### src/rtl/strobe_decoder_n.sv
// strobe_decoder_n: CHANNELS independent SEL_W-to-2^SEL_W decoders with
// active-low one-hot outputs. Each channel either decodes continuously
// (level mode) or emits a timed strobe of programmable length (pulse mode).
//
// Start handshake: a pulse-mode request is accepted on a rising clk edge
// where start=1, en_n=0, mode=1 and the channel is IDLE (busy=0). There is
// no back-pressure signal; a start that is not accepted is simply dropped.
// Once accepted, busy stays high for the whole strobe, and completion is
// reported by a single-cycle done (an abort through en_n gives no done).
module strobe_decoder_n #(
  parameter int CHANNELS = 2,
  parameter int SEL_W    = 2,
  parameter int LEN_W    = 4
) (
  input  logic                            clk,
  input  logic                            reset_n,
  input  logic [CHANNELS-1:0]             en_n,
  input  logic [CHANNELS-1:0]             mode,
  input  logic [CHANNELS*SEL_W-1:0]       sel,
  input  logic [CHANNELS-1:0]             start,
  input  logic [CHANNELS*LEN_W-1:0]       pulse_len,
  output logic [CHANNELS*(2**SEL_W)-1:0]  y_n,
  output logic [CHANNELS-1:0]             busy,
  output logic [CHANNELS-1:0]             done,
  output logic [CHANNELS-1:0]             state_dbg
);

  localparam int OUTS = 2**SEL_W;

  typedef enum logic {
    IDLE   = 1'b0,
    ACTIVE = 1'b1
  } state_t;

  // Active-low one-hot decode of a select value.
  function automatic logic [OUTS-1:0] dec_low(input logic [SEL_W-1:0] s);
    dec_low = ~({{(OUTS-1){1'b0}}, 1'b1} << s);
  endfunction

  for (genvar c = 0; c < CHANNELS; c++) begin : g_ch
    state_t             state;
    logic [SEL_W-1:0]   sel_q;
    logic [LEN_W-1:0]   cnt;
    logic [OUTS-1:0]    y_r;
    logic               busy_r;
    logic               done_r;
    logic [SEL_W-1:0]   sel_c;
    logic [LEN_W-1:0]   len_c;

    assign sel_c = sel[c*SEL_W +: SEL_W];
    assign len_c = pulse_len[c*LEN_W +: LEN_W];

    // Per-channel FSM: level decode or pulse strobe, all outputs registered.
    always_ff @(posedge clk or negedge reset_n) begin
      if (!reset_n) begin
        state  <= IDLE;
        sel_q  <= '0;
        cnt    <= '0;
        y_r    <= '1;
        busy_r <= 1'b0;
        done_r <= 1'b0;
      end else begin
        case (state)
          IDLE: begin
            done_r <= 1'b0;
            if (mode[c] && start[c] && !en_n[c]) begin
              // Length 0 behaves as a one-cycle strobe.
              state  <= ACTIVE;
              sel_q  <= sel_c;
              cnt    <= (len_c == '0) ? LEN_W'(1) : len_c;
              y_r    <= dec_low(sel_c);
              busy_r <= 1'b1;
            end else if (mode[c] || en_n[c]) begin
              y_r    <= '1;
              busy_r <= 1'b0;
            end else begin
              y_r    <= dec_low(sel_c);
              busy_r <= 1'b0;
            end
          end
          ACTIVE: begin
            if (en_n[c]) begin
              // Abort: strobe ends at once and no completion is flagged.
              state  <= IDLE;
              y_r    <= '1;
              busy_r <= 1'b0;
              done_r <= 1'b0;
            end else if (cnt == LEN_W'(1)) begin
              state  <= IDLE;
              y_r    <= '1;
              busy_r <= 1'b0;
              done_r <= 1'b1;
            end else begin
              cnt    <= cnt - LEN_W'(1);
              y_r    <= dec_low(sel_q);
              busy_r <= 1'b1;
              done_r <= 1'b0;
            end
          end
          default: begin
            state  <= IDLE;
            y_r    <= '1;
            busy_r <= 1'b0;
            done_r <= 1'b0;
          end
        endcase
      end
    end

    assign y_n[c*OUTS +: OUTS] = y_r;
    assign busy[c]             = busy_r;
    assign done[c]             = done_r;
    assign state_dbg[c]        = (state == ACTIVE);
  end

endmodule

### config.mk
export PLATFORM = sky130hd
export DESIGN_NAME = strobe_decoder_n
export DESIGN_NICKNAME = d
export VERILOG_FILES = /design/src/rtl/strobe_decoder_n.sv
export SDC_FILE = /design/constraint.sdc
export NUM_CORES = 1
export LEC_CHECK = 0
export BUFFER_PORTS_ARGS = -buffer_cell sky130_fd_sc_hd__buf_2
export CORE_ASPECT_RATIO = 0.7
export CORE_MARGIN = 8
export CORE_UTILIZATION = 45
export CTS_CLUSTER_DIAMETER = 30
export DETAILED_ROUTE_END_ITERATION = 12
export PLACE_DENSITY = 0.66
export SYNTH_ARGS = -nofsm -noshare
export SYNTH_HDL_FRONTEND = slang
export SYNTH_SLANG_ARGS = --single-unit
export TNS_END_PERCENT = 50
### constraint.sdc
create_clock -name clk -period 2.7 [get_ports clk]
set_clock_uncertainty 0.05 [all_clocks]
set_input_delay 0 -clock clk [delete_from_list [all_inputs] [get_ports clk]]
set_output_delay 0 -clock clk [all_outputs]
set_load 0.005 [all_outputs]
==> summary.txt <==
Avg WL per Cell: 14.4 um
CP cell instances: inv_1 -> ha_1 -> nor3b_2 -> o21a_2 -> inv_2 -> o211a_1
CTS H-tree depth: 1
Top cells by area, synth: dfrtp_1 31%, dfstp_2 16%, ha_1 3.9%, buf_4 3.5%, mux2i_1 3.1%
Slowest-stage cell, CP: dfrtp_1
Launch point of the worst path: g_ch[1].cnt[1]
LEAKAGE: 0.697 nW
Worst Setup Start Kind: flop
Met2 wire length: 1230 um
Post-DP HPWL: 2160 um
Post-CTS resize count: 0
Share of layout cells above drive strength 1: 35.3%
Worst reg2reg path startpoint: g_ch[1].cnt[1]
NetSw: 348 uW
PwrDens: 693 nW/um^2
Final instance area: 1550 um^2
Layout Nets: 181
Area share of the largest cell type after synthesis: 31.1%
Max-Cap Viols: 0
Syn_area_per_cell: 10.7 um^2
CP endpoint kind: flop
DR vias: 1009
# port buffers: 33
Final Hold Viols: 0
Setup TNS: 0 ns
I/O pin count: 34
Worst-Margin Slew: 0.515 ns
Synth warn: 0
Relative slew margins: 65.7%
CTS Root Buffer Type: clkbuf_8
Hold Startpoint: pulse_len[1]
CTS tree: built
Number of flops mapped to enable cells by yosys: 0
Power share of the combinational group: 27.8%
Final Wtd Congestion: 0.831
Status: finished clean
GRT overflow: 0
Maximum clock insertion buffer count: 2
Fin. max-slew vios: 0
Mapped Nets: 145
Met1 WL: 1300 um
Buf/Inv on CP: 2
Sequential Power Share: 50.2%
Clock power frac: 22.0%
Ant. Diodes: 0
CTS buffer count: 3
Clk_lat worst skew: 0.26 ns
Core Rows: 16
Initial core utilization: 46.6%
Worst-path maximum fanout: 7
Vias/cell: 5.26
Clock period minus worst slack: 1.63 ns
Initial antenna violation count: 0
Largest net degree at the start of global routing: 25
Top delay family on crit path: compound AO/OA/AOI/OAI gates
Core area: 2760 um^2
Synth Register Bits: 24
Synth async-reset ratio: 100%
DRT antenna net count: 0
Upper clock frequency limit: 613 MHz
Critical Path RT: 2.81 ns
Die ar.: 4860 um^2
Area grow syn2layout: 20.6%
Final Util: 56.3%
CTS sink count: 24
FILL cells: 243
GRT Util Overall: 12.0%
Final setup viols: 0
First-pass GRT wire length: 4540 um
Arrival @ worst endpoint: 1.74 ns
Die width: 80.0 um
CP max stage delay: 0.38 ns
CP Class: reg -> reg
Commonest cells post-synth: 16 x dfrtp_1, 10 x inv_1, 8 x dfstp_2
Clk pin slew, worst setup/hold paths: 0.08 ns
Vias in the first global route: 1008
Pre-Repair DR Iteration Count: 4
DR top layer: met4
P_int: 729 uW
Seq/Total Area, Yosys: 47.4%
Drt total wl: 2760 um
Count leader, synth: dfrtp_1
RSZ-0062 raised after global routing: false
Met3 wire length: 207 um
Die Span Y: 60.8 um
Gate Count Post-Synth: 121
Hold Crit Class: in -> reg
Tcrit/Tclk final: 60.4%
Peak VDD IR: 0.407 mV
Netlist Area Pre-Place: 1290 um^2
Sw Ratio: 32.3%
DR DRC count: 0
Unique masters post-synth: 41
Area after DPL: 1440 um^2
Main synth FF type: dfrtp_1
DRT iter0 DRCs: 30
Largest area contributor in the netlist: dfrtp_1
## final cells by class
cell class                      instances  area (um^2)  area share (%)
Multi-Input combinational cell         78          577            37.1
Tap cell                               36         45.0            2.90
Timing Repair Buffer                   39          225            14.5
Inverter                               11         41.3            2.66
Clock buffer                            4         55.1            3.54
Sequential cell                        24          611            39.3
## layer usage
metal | GRT usage (%) | vias to the layer above
met5 | 0 | -
met4 | 2.58 | 0
met3 | 5.62 | 4
met2 | 19.1 | 25
met1 | 14.4 | 470
li1 | - | 510
## stage by stage
step,hold slack [ns],power (mW),std cells,setup WS [ns]
2_1_floorplan,-0.346,0.748,121,1.24
3_3_place_gp,-0.0432,0.831,182,1.13
3_5_place_dp,-0.0342,0.841,182,1.08
4_1_cts,0.0185,1.09,192,1.07
5_1_grt,0.0441,1.16,192,0.926
6_report,0.0106,1.08,192,1.07
## worst paths after layout
kind | cells past startpoint | end | slack [ns]
max reg2reg | 6 | g_ch[1].cnt[3] | 1.07
min in group asynchronous | 2 | g_ch[1].sel_q[1] | 0.19
max | 6 | g_ch[1].cnt[3] | 1.07
min reg2reg | 1 | g_ch[0].y_r[2] | 0.43
max in group asynchronous | 2 | g_ch[0].y_r[1] | 2.05
min | 3 | g_ch[0].cnt[1] | 0.01
## cell families (layout without fill, tap and decap cells)
group,Yosys count,in the layout,share of synthesized area [%]
mux,5,5,3.98
fa+ha+maj,4,4,3.88
compound gates,23,23,13.1
buf+inv,19,54,7.86
simple gates,46,46,23.8
flops,24,24,47.4
## worst register-to-register path: cells and delay by family, from the launching register on
kind            cells  cell delay [ns]
compound gates      2             0.43
fa+ha+maj           1             0.15
buf+inv             2             0.15
simple gates        1             0.37
flops               1             0.38
## flip-flops by register name, summed over array words and instances, names as in the netlist
signal,flops
g_ch.cnt,8
g_ch.busy_r,2
g_ch.sel_q,4
g_ch.done_r,2
g_ch.y_r,8
## layout by cell type, fill, tap and decap left out, types with 3 or more instances in the layout
master and instances:
nor4_1 4, o32a_1 3, o21ai_0 5, buf_2 33, nor3_1 7, clkbuf_8 4, nor2b_1 6, dfstp_2 8
mux2i_1 4, a22oi_1 4, dfrtp_1 16, inv_1 10, nand2_1 7, ha_1 4, dlygate4sd3_1 6
## what timing repair did
| item | 4_1_cts | 5_1_grt |
|---|---|---|
| hold buffers | 6 | 0 |
| buffers inserted | 0 | 0 |
| setup endpoints to repair | 0 | 0 |
| hold endpoints to repair | 28 | 0 |
## power groups by stage
stage	sequential (mW)	clock (mW)	combinational (mW)
5_1_grt	0.555	0.260	0.346
3_5_place_dp	0.547	0	0.294
4_1_cts	0.540	0.247	0.301
3_3_place_gp	0.544	0	0.287
2_1_floorplan	0.523	0	0.226
6_report	0.541	0.237	0.299
Power figures use the tool's default switching activity.
